==> config.mk <==
export PLATFORM = sky130hd
export DESIGN_NAME = seg7_rx
export DESIGN_NICKNAME = d
export VERILOG_FILES = /design/src/rtl/seg7_rx.sv
export SDC_FILE = /design/constraint.sdc
export NUM_CORES = 1
export LEC_CHECK = 0
export ABC_CLOCK_PERIOD_IN_PS = 4800
export CAP_MARGIN = 15
export CELL_PAD_IN_SITES_DETAIL_PLACEMENT = 0
export CELL_PAD_IN_SITES_GLOBAL_PLACEMENT = 2
export CORE_ASPECT_RATIO = 0.75
export CORE_MARGIN = 2
export CORE_UTILIZATION = 40
export CTS_BUF_LIST = sky130_fd_sc_hd__clkbuf_2
export CTS_CLUSTER_DIAMETER = 80
export DETAILED_ROUTE_END_ITERATION = 8
export HOLD_SLACK_MARGIN = 0.15
export PLACE_DENSITY_LB_ADDON = 0.1
export SYNTH_ARGS = -nofsm -noshare
export SYNTH_HDL_FRONTEND = slang
export SYNTH_SLANG_ARGS = --single-unit
==> constraint.sdc <==
create_clock -name clk -period 4.8 [get_ports clk]
set_input_delay 0.96 -clock clk [delete_from_list [all_inputs] [get_ports clk]]
set_output_delay 0.96 -clock clk [all_outputs]
set_load 0.01 [all_outputs]
==> src/rtl/seg7_rx.sv <==
// ---------------------------------------------------------------------------
// seg7_rx
//
// Purpose:
//   Receives an asynchronous, active-low seven-segment display bus, filters
//   out transient patterns, and decodes each stable glyph once into a hex
//   nibble presented on a valid/ready output register.
//
//   seg_in -> 2-flop synchronizer -> seg_s -> stability counter -> FSM
//   (TRACK/HOLD) -> decode table -> output register (nibble/valid) with
//   overrun and error flags.
//
// Parameters:
//   STABLE_CYCLES  consecutive cycles (1..255) a synchronized pattern must
//                  hold before it is decoded.
//
// Ports:
//   clk          sole clock, rising edge
//   rst_n        asynchronous active-low reset
//   seg_in[6:0]  active-low segments, bit0 = a .. bit6 = g (async to clk)
//   ready_in     downstream accepts nibble_out when high with valid_out
//   clr_in       synchronous clear of overrun_out
//   nibble_out   decoded value 0x0..0xF
//   valid_out    nibble_out holds a value not yet accepted
//   err_out      one-cycle pulse on a stable pattern outside the hex table
//   overrun_out  sticky: a decoded value was dropped (output register busy)
//
// Optional feature (macro SEG7_RX_DP_EN):
//   seg_dp_in    active-low decimal point, synchronized and stability-checked
//                together with seg_in as one 8-bit pattern
//   dp_out       decimal point on-state (1 = lit), loaded with nibble_out
// ---------------------------------------------------------------------------
module seg7_rx #(
  parameter int unsigned STABLE_CYCLES = 4
) (
  input  logic       clk,
  input  logic       rst_n,
  input  logic [6:0] seg_in,
  input  logic       ready_in,
  input  logic       clr_in,
  output logic [3:0] nibble_out,
  output logic       valid_out,
  output logic       err_out,
  output logic       overrun_out
`ifdef SEG7_RX_DP_EN
  ,
  input  logic       seg_dp_in,
  output logic       dp_out
`endif
);

`ifdef SEG7_RX_DP_EN
  localparam int unsigned PW = 8;
`else
  localparam int unsigned PW = 7;
`endif

  // Counter value at which a pattern has been seen for STABLE_CYCLES cycles.
  localparam logic [7:0] FIRE_CNT = 8'(STABLE_CYCLES - 1);
  localparam logic [6:0] BLANK    = 7'b1111111;

  typedef enum logic {
    TRACK,
    HOLD
  } state_t;

  state_t state, state_nxt;

  logic [PW-1:0] raw;
  logic [PW-1:0] sync1;
  logic [PW-1:0] seg_s;
  logic [PW-1:0] seg_d;
  logic [7:0]    cnt;
  logic          changed;
  logic          fire;
  logic          hit;
  logic          blank;
  logic [3:0]    dec_val;
  logic          load_ok;
  logic          out_free;

`ifdef SEG7_RX_DP_EN
  assign raw = {seg_dp_in, seg_in};
`else
  assign raw = seg_in;
`endif

  // -------------------------------------------------------------------------
  // Two-flop synchronizer; resets to the all-off (blank) pattern.
  // -------------------------------------------------------------------------
  always_ff @(posedge clk or negedge rst_n) begin
    if (!rst_n) begin
      sync1 <= '1;
      seg_s <= '1;
    end else begin
      sync1 <= raw;
      seg_s <= sync1;
    end
  end

  // -------------------------------------------------------------------------
  // Stability counter. seg_d is seg_s delayed one cycle; any difference
  // restarts the count, otherwise it counts up and saturates at 255.
  // -------------------------------------------------------------------------
  assign changed = (seg_s != seg_d);

  always_ff @(posedge clk or negedge rst_n) begin
    if (!rst_n) begin
      seg_d <= '1;
      cnt   <= '0;
    end else begin
      seg_d <= seg_s;
      if (changed) begin
        cnt <= '0;
      end else if (cnt != 8'hFF) begin
        cnt <= cnt + 8'd1;
      end
    end
  end

  // A decode fires exactly once per stable pattern: only from TRACK, only
  // while the pattern is still unchanged this cycle.
  assign fire = (state == TRACK) && !changed && (cnt == FIRE_CNT);

  // -------------------------------------------------------------------------
  // FSM: state register
  // -------------------------------------------------------------------------
  always_ff @(posedge clk or negedge rst_n) begin
    if (!rst_n) begin
      state <= TRACK;
    end else begin
      state <= state_nxt;
    end
  end

  // -------------------------------------------------------------------------
  // FSM: next state. HOLD leaves on any change of seg_s; the counter is
  // cleared on that same edge by the changed term above.
  // -------------------------------------------------------------------------
  always_comb begin
    state_nxt = state;
    unique case (state)
      TRACK: begin
        if (fire) begin
          state_nxt = HOLD;
        end
      end
      HOLD: begin
        if (changed) begin
          state_nxt = TRACK;
        end
      end
      default: state_nxt = TRACK;
    endcase
  end

  // -------------------------------------------------------------------------
  // Decode table, active-low, bit order g..a.
  // -------------------------------------------------------------------------
  always_comb begin
    hit     = 1'b1;
    dec_val = 4'h0;
    unique case (seg_s[6:0])
      7'b1000000: dec_val = 4'h0;
      7'b1111001: dec_val = 4'h1;
      7'b0100100: dec_val = 4'h2;
      7'b0110000: dec_val = 4'h3;
      7'b0011001: dec_val = 4'h4;
      7'b0010010: dec_val = 4'h5;
      7'b0000010: dec_val = 4'h6;
      7'b1111000: dec_val = 4'h7;
      7'b0000000: dec_val = 4'h8;
      7'b0010000: dec_val = 4'h9;
      7'b0001000: dec_val = 4'hA;
      7'b0000011: dec_val = 4'hB;
      7'b1000110: dec_val = 4'hC;
      7'b0100001: dec_val = 4'hD;
      7'b0000110: dec_val = 4'hE;
      7'b0001110: dec_val = 4'hF;
      default:    hit     = 1'b0;
    endcase
  end

  assign blank = (seg_s[6:0] == BLANK);

  // The output register is free when empty or being drained this cycle.
  assign out_free = !valid_out || ready_in;
  assign load_ok  = fire && hit;

  // -------------------------------------------------------------------------
  // Output register and flags
  // -------------------------------------------------------------------------
  always_ff @(posedge clk or negedge rst_n) begin
    if (!rst_n) begin
      nibble_out  <= '0;
      valid_out   <= 1'b0;
      err_out     <= 1'b0;
      overrun_out <= 1'b0;
`ifdef SEG7_RX_DP_EN
      dp_out      <= 1'b0;
`endif
    end else begin
      err_out <= fire && !hit && !blank;

      if (load_ok && out_free) begin
        nibble_out <= dec_val;
        valid_out  <= 1'b1;
`ifdef SEG7_RX_DP_EN
        dp_out     <= ~seg_s[7];
`endif
      end else if (valid_out && ready_in) begin
        valid_out <= 1'b0;
      end

      // Set has priority over clear when both happen on one edge.
      if (load_ok && !out_free) begin
        overrun_out <= 1'b1;
      end else if (clr_in) begin
        overrun_out <= 1'b0;
      end
    end
  end

endmodule

# Word level (Yosys, flattened, before mapping)
# Index checks and enable logic that the tools add are counted.
[word_totals]
ff_bits = 37
inputBits = 11
out_inout_bits = 7
word_cells = 60
[op_classes]
n_addsub = 1
n_eq_ne = 19
mux = 11
n_bitwise = 1
n_reduce_logical = 19
[ops]
columns = ["cell", "n"]
rows = [
  ["4-bit one-hot mux with 15 select lines", 1],
  ["7-bit == test, second input constant", 5],
  ["7-bit by 5-bit == test with 1-bit output, second input constant", 3],
  ["7-bit by 6-bit == test with 1-bit output, second input constant", 3],
  ["8-bit two-way mux", 2],
  ["16-bit OR reduction", 1],
  ["7-bit by 2-bit == test with 1-bit output, second input constant", 2],
  ["7-bit by 4-bit == test with 1-bit output, second input constant", 2],
  ["8-bit by 1-bit adder with 8-bit output, second input constant", 1],
  ["8-bit by 2-bit == test with 1-bit output, second input constant", 1],
  ["1-bit logical AND", 8],
  ["8-bit != test, second input constant", 1],
  ["7-bit by 3-bit == test with 1-bit output, second input constant", 1],
  ["7-bit logical NOT", 1],
  ["1-bit two-way mux", 7],
  ["7-bit != test", 1],
  ["2-bit nonzero test", 3],
  ["1-bit logical NOT", 5],
  ["1-bit one-hot mux with 2 select lines", 1],
  ["1-bit logical OR", 1],
  ["1-bit inverter", 1],
]

# Logic depth before layout (Yosys ltp)
# Gate-level depths: netlist (run 1).
[depth]
ltp_word = 7
depth_mapped = 7
mapped_depth_nobuf = 6

# Worst setup path before layout (run 1)
# OpenSTA, ideal clock, no wires.
[synth_timing]
kind = "reg2reg"
startpoint = "register seg_s[3]"
endpoint = "register nibble_out[0]"
setup_time_ns = 0.125
arrival_ns = 1.943
required_ns = 4.675
slack_ns = 2.732
path_stages_with_launch = 7
n_path_buf = 1
path_cell_list = "dfstp_2 > buf_2 > mux2_2 > o22ai_1 > a211o_2 > o311ai_4 > mux2_4"
[synth_between]
elab_chain_len = 6
[synth_rtl]
columns = ["item", "line", "rtl"]
rows = [
  ["start: declaration", "71", "logic [PW-1:0] seg_s;"],
  ["start signal: assignment", "97", "seg_s <= sync1;"],
  ["branches (longest 6 deep; another with 16-bit OR reduction)", "--", ""],
  ["end signal: assignment", "206", "nibble_out <= dec_val;"],
  ["end: declaration", "41", "output logic [3:0] nibble_out,"],
]
# Parallel ways; which one is timed is not known.
# A chain may end at the register's enable or synchronous reset.

# Final worst setup path (run 1)
[layout_timing]
startpoint = "register seg_s[2]"
endpoint = "register nibble_out[0]"
# Same word-level chain as after synthesis.

==> metrics.md, run 1 <==
| Metric | Value |
|---|---|
| DIE AREA | 5160 um2 |
| Layout Utilization | a little under half |
| Max Root-Sink Buffers | 2 |
| RSZ-0062 raised after global routing | no |
| Worst skew pair latency | 0.39 ns |
| Io pins | 18 |
| Clk_skew | 0.0182 ns |
| GRT Total Usage | 14.6% |
| Placer Congestion | 0.721 |
| Drt total wl | about 3200 um |
| Core Region | 4440 um2 |
| Syn nets | around 170 |
| Layout cells sized above 1 | 22.0% |
| Cell Pwr Density | 300 nW/um2 |
| Port Buffers | 17 |
| Slew @ Worst Pin | 0.478 ns |
| Distinct cells, synth | 48 |
| VDD IR max | 0.173 mV |
| Fin area | 2120 um2 |
| Clock sinks | 37 |
| Vias per cell | between 5 and 6 |
| CTS tree | done |
| Dpl hpwl | 2230 um |
| Layout area overhead | 15.1% |
| # nets final | around 190 |
| Reg clk slew, reported paths | roughly 0.18 ns |
| Via Count | 1218 |
| Cells after Synth | around 160 |
| # resized after CTS | 0 |
| Crit path max fanout | 21 |
| Slew headroom | 67.9% |
| CP startpoint kind | flip-flop |
| Synth Warn # | 0 |
| DP Area | 2020 um2 |
| WL/cell | 13.8 um |
| Fmax | approximately 430 MHz |
| Seq cells post-synth | 37 |
| Outcome | finished, final reports clean |
| Avg Synthesized Cell Area | around 11 um2 |
| CP endpoint kind | flip-flop |
| Final worst-path cycle share | 48.5% |
| H-Tree Depth | 2 |
| DIE WIDTH | about 82 um |
| Critical path cell sequence | mux2_2, o22ai_1, a211o_2, o311ai_4, mux2_4 |
| Initial DRT Pass Iterations | 4 |
| Synth async-reset ratio | 100% |
| # DRC | 0 |
| Number of flops mapped to enable cells by yosys | 0 |
| Die Ht | 62.7 um |
| 1st-iter DRT viols | between 50 and 60 |
| Root buffer cell | clkbuf_2 |
| Hold Crit Class | reg2reg |
| Max-Cap Viols | 0 |
| Starting Density | between 40% and 50% |
| Tmin final | 2.33 ns |
| Pwr Total | 0.000635 W |
| Mapped cell area | between 1500 and 2000 um2 |
| Final setup vio count | 0 |
| Register area share after synthesis | between 50% and 60% |
| Ys flop type | dfstp_2 |
| Vias in the first global route | 1185 |
| Slew Viols, Final | 0 |
| Routed Antenna Nets | 0 |
| Setup TNS | 0 ns |
| Global-route wire length before repair | 5640 um |
| Critical path data required time | 5.09 ns |
| Endpoints failing hold | 0 |
| Kind of critical path | reg2reg |
| Pleak | 0.869 nW |
| Slowest stage delay, CP | 0.81 ns |
| Post-CTS Hold Fix Bufs | 0 |
| Num CTS Buffers | 5 |
| Post-CTS Setup Inserts | 0 |
| Largest net degree at the start of global routing | 38 |
| Gr ovfl total | 0 |
| Rows | 21 |
| Antenna cell count | 0 |
| Worst path arrival time | 2.62 ns |
| Slowest CP cell | dfstp_2 |
| Initial antenna violation count | 0 |
==> where the power goes <==
part           internal, W  switching, W  total [W]
Combinational    0.0000220     0.0000175  0.0000395
Clock             0.000142      0.000107   0.000249
Sequential        0.000329     0.0000178   0.000347
==> cells in the mapped netlist, types with 2 or more instances <==
library cell  number  area (um2)
dfrtp_1           16         400
nand2b_1           5        31.3
xnor2_1            5        43.8
o21ai_0            2        10.0
nor2_1            12        45.0
o31ai_1            2        15.0
or3b_1             2        17.5
nand3b_1           3        22.5
buf_2              4        20.0
nand2_1            7        26.3
nand4_1            2        12.5
inv_1              6        22.5
mux2_4             2        30.0
nor4bb_1           2        20.0
a211oi_1           3        22.5
buf_4              3        22.5
and2_1             2        12.5
o22ai_1            3        18.8
dfstp_2           21         552
nor4b_1            3        26.3
a21oi_1            3        15.0
xor2_1             8        70.1
nand3_1            5        25.0
a31oi_1            3        18.8
mux2i_1            3        30.0
and3_1             2        12.5
clkbuf_1           3        11.3
or4b_1             2        20.0
nor4_1             3        18.8
nor3_1             7        35.0
==> registers in the layout, summed over array words and instances, names as in the netlist <==
name,flops
err_out,1
seg_d,7
sync1,7
valid_out,1
state,1
nibble_out,4
seg_s,7
overrun_out,1
cnt,8
==> cell families (layout without fill, tap and decap cells) <==
kind of cell / Yosys count / in the layout / synth area share (%)
adder cells (fa/ha/maj): 1 / 1 / 0.681
multiplexers: 6 / 6 / 3.88
buffers and inverters: 17 / 32 / 4.76
AND/OR/NAND/NOR: 62 / 62 / 20.4
AO/OA/AOI/OAI: 26 / 26 / 12.3
flip-flops: 37 / 37 / 51.8
XOR/XNOR: 13 / 13 / 6.19
==> cell usage in the layout, fill, tap and decap left out, types with 5 or more instances in the layout <==
cell | Yosys | layout
nand2b_1 | 5 | 5
xnor2_1 | 5 | 5
nor3_1 | 7 | 7
xor2_1 | 8 | 8
dfrtp_1 | 16 | 16
inv_1 | 6 | 6
nand2_1 | 7 | 7
nor2_1 | 12 | 12
nand3_1 | 5 | 5
clkbuf_2 | 0 | 5
dfstp_2 | 21 | 21
clkdlybuf4s50_1 | 0 | 17
==> per-layer routing <==
layer,share of wire (%),routed length [um],up-vias,GRT usage [%]
li1,-,-,606,-
met1,51,1660,569,21.7
met4,1.4,46,0,5.00
met2,41,1320,37,20.0
met3,6.3,204,6,4.34
met5,0,0,-,0
==> worst max-delay path, delay by kind of cell (launching register included) <==
kind,cells,cell delay (ns)
mux,2,0.55
flops,1,0.81
compound gates,3,0.87
==> cell type report <==
| class | instances | area [um2] |
|---|---|---|
| clock buffer | 5 | 25.0 |
| clock inverter | 3 | 68.8 |
| fill | 428 | 2320 |
| inverter | 6 | 22.5 |
| multi-input combinational | 108 | 798 |
| sequential | 37 | 952 |
| tap | 57 | 71.3 |
| timing repair buffer | 18 | 178 |
==> per-stage QoR <==
stage	setup WS (ns)	std cells	hold WS, ns
final	2.47	234	0.372
after global routing	2.37	234	0.377
after CTS	2.47	234	0.373
after detailed placement	2.49	226	0.348
after global placement	2.55	226	0.346
after floorplan	2.73	162	0.345
==> worst paths after layout <==
kind,from,to,slack [ns],depth (start not counted)
setup / recovery,seg_s[2],nibble_out[0],2.47,5
hold / removal,sync1[1],seg_s[1],0.37,0
setup reg to reg,seg_s[2],nibble_out[0],2.47,5
hold reg to reg,sync1[1],seg_s[1],0.37,0
max in group asynchronous,rst_n,seg_s[2],3.49,2
min in group asynchronous,rst_n,cnt[3],0.95,2
Note: power is estimated with default switching activity, not from simulation.
==> run 2: changes to the inputs <==
Settings changed: ABC_CLOCK_PERIOD_IN_PS 4800 to 2100, CORE_UTILIZATION 40 to 35.
Clock period 4.8 ns to 2.1 ns, I/O delays scaled along.
==> run 2 against run 1 <==
Against the previous run:
- via count up 13%
- die area up 13%
- clock power up 36%
- critical endpoint is now nibble_out[2]
==> metrics.md, run 2 (synthesized netlist as in run 1, its figures left out) <==
| Metric | Value |
|---|---|
| Outcome | finished, final reports clean |
| Num CTS Buffers | 5 |
| Worst path arrival time | between 2 and 2.5 ns |
| H-Tree Depth | 2 |
| Layout Utilization | 49.2% |
| # nets final | 225 |
| Via Count | 1375 |
| Antenna cell count | 0 |
| Clk_skew | around 0.019 ns |
| Rows | 22 |
| Pre-CTS setup slack | 0.00569 ns |
| CP endpoint kind | flip-flop |
| Global-route wire length before repair | 5870 um |
| CP startpoint kind | flip-flop |
| Starting Density | 36.9% |
| DP Area | 2180 um2 |
| Slew Viols, Final | 0 |
| Max Root-Sink Buffers | 2 |
| Worst Hold Depth | 0 |
| Critical path data required time | between 2 and 2.5 ns |
| Drt total wl | 3790 um |
| Core Region | between 4000 and 5000 um2 |
| Die Ht | 66.8 um |
| Setup slack after layout | 0.0837 ns |
| Reg clk slew, reported paths | approximately 0.19 ns |
| Io pins | 18 |
| CTS tree | done |
| Vias per cell | 4.81 |
| Kind of critical path | reg2reg |
| Largest net degree at the start of global routing | 38 |
| WL/cell | 13.2 um |
| Max-Cap Viols | 0 |
| Endpoints failing hold | 0 |
| Slew @ Worst Pin | 0.443 ns |
| Placed Cells | 259 |
| VDD IR max | 0.339 mV |
| Fin area | approximately 2500 um2 |
| Cell Pwr Density | 525 nW/um2 |
| Dpl hpwl | 2440 um |
| # DRC | 0 |
| Max reg flops | 8 |
| Layout cells sized above 1 | 41.6% |
| Routed Antenna Nets | 0 |
| GRT Total Usage | 13.3% |
| Final worst-path cycle share | 96.0% |
| Worst skew pair latency | 0.40 ns |
| Fillers | 455 |
| Root buffer cell | clkbuf_2 |
| Slew headroom | around 70% |
| 1st-iter DRT viols | 90 |
| Port Buffers | 17 |
| Most common cell after layout, fill and taps aside | buf_4 |
| Pleak | 1.05 nW |
| Gr ovfl total | 0 |
| DIE AREA | 5850 um2 |
| Layout area overhead | 33.5% |
| Tmin final | 2.02 ns |
| Crit path max fanout | 6 |
| Fmax | 496 MHz |
| Largest register by flop count | cnt |
| Worst R2R Path Depth | 5 |
| Initial DRT Pass Iterations | 4 |
| Final setup vio count | 0 |
| Non-filler cells, final | 286 |
| Post-CTS Hold Fix Bufs | 0 |
| RSZ-0062 raised after global routing | yes |
| Placer Congestion | ~0.82 |
| DIE WIDTH | 87.7 um |
| Hold Crit Class | reg2reg |
| Vias in the first global route | approximately 1200 |
| Initial antenna violation count | 0 |
| Clock sinks | 37 |
| Commonest cells after routing, fill and taps aside | 33 x buf_4, 21 x dfstp_2, 17 x clkdlybuf4s50_1 |
[run 2: stage by stage]
stage	setup TNS, ns	hold WS, ns	power (W)
3_3_place_gp	0	0.346	0.000915
2_1_floorplan	0	0.124	0.000854
4_1_cts	0	0.372	0.00126
3_5_place_dp	0	0.347	0.000917
5_1_grt	-0.0216	0.347	0.00135
6_report	0	0.370	0.00129
[run 2: final cells by class]
| type | count | area, um2 | area share, % |
|---|---|---|---|
| flip-flops and latches | 37 | 952 | 38.8 |
| multi-input cells | 108 | 873 | 35.6 |
| repair buffers | 55 | 468 | 19.1 |
| well taps | 72 | 90.1 | 3.67 |
| clock buffers | 5 | 25.0 | 1.02 |
| clock inverters | 3 | 22.5 | 0.918 |
| inverters | 6 | 22.5 | 0.918 |
[run 2: where the power goes]
group	internal (W)	leakage, nW	switching (W)
clock	0.0000848	0.0329	0.000254
combinational	0.0000948	0.581	0.0000796
sequential	0.000751	0.434	0.0000233
[run 2: worst paths after layout]
| kind | start | endpoint | slack, ns |
|---|---|---|---|
| max reg2reg | seg_s[5] | nibble_out[2] | 0.08 |
| max in group asynchronous | rst_n | seg_s[6] | 1.34 |
| max | seg_s[5] | nibble_out[2] | 0.08 |
| min in group asynchronous | rst_n | cnt[6] | 0.40 |
| min reg2reg | sync1[5] | seg_s[5] | 0.37 |
| min | sync1[5] | seg_s[5] | 0.37 |
[run 2: repair_timing]
action / 4_1_cts / 5_1_grt
gates resized for setup: 1 / 21
pin swaps: 0 / 7
endpoints found under the setup margin: 4 / 7
setup buffers: 1 / 18
[run 2: metal layers]
metal	track usage, %	vias to the layer above	part of all wire (%)
met2	18.8	32	43
met4	4.04	0	1.3
met1	19.4	658	51
li1	-	679	-
met5	0	-	0
met3	4.09	6	4.6
[run 2: critical path, cell delays in order (launching register included)]
cell and delay [ns]:
dfstp_2 0.63, or3b_1 0.38, a2111oi_2 0.30, a211o_2 0.20, o311ai_4 0.11, mux2_4 0.32
==> run 3: changes to the inputs <==
Settings changed: CAP_MARGIN 15 to not set.
==> results of run 3 <==
Final layout, timing and power as in run 2 (identical DEF).
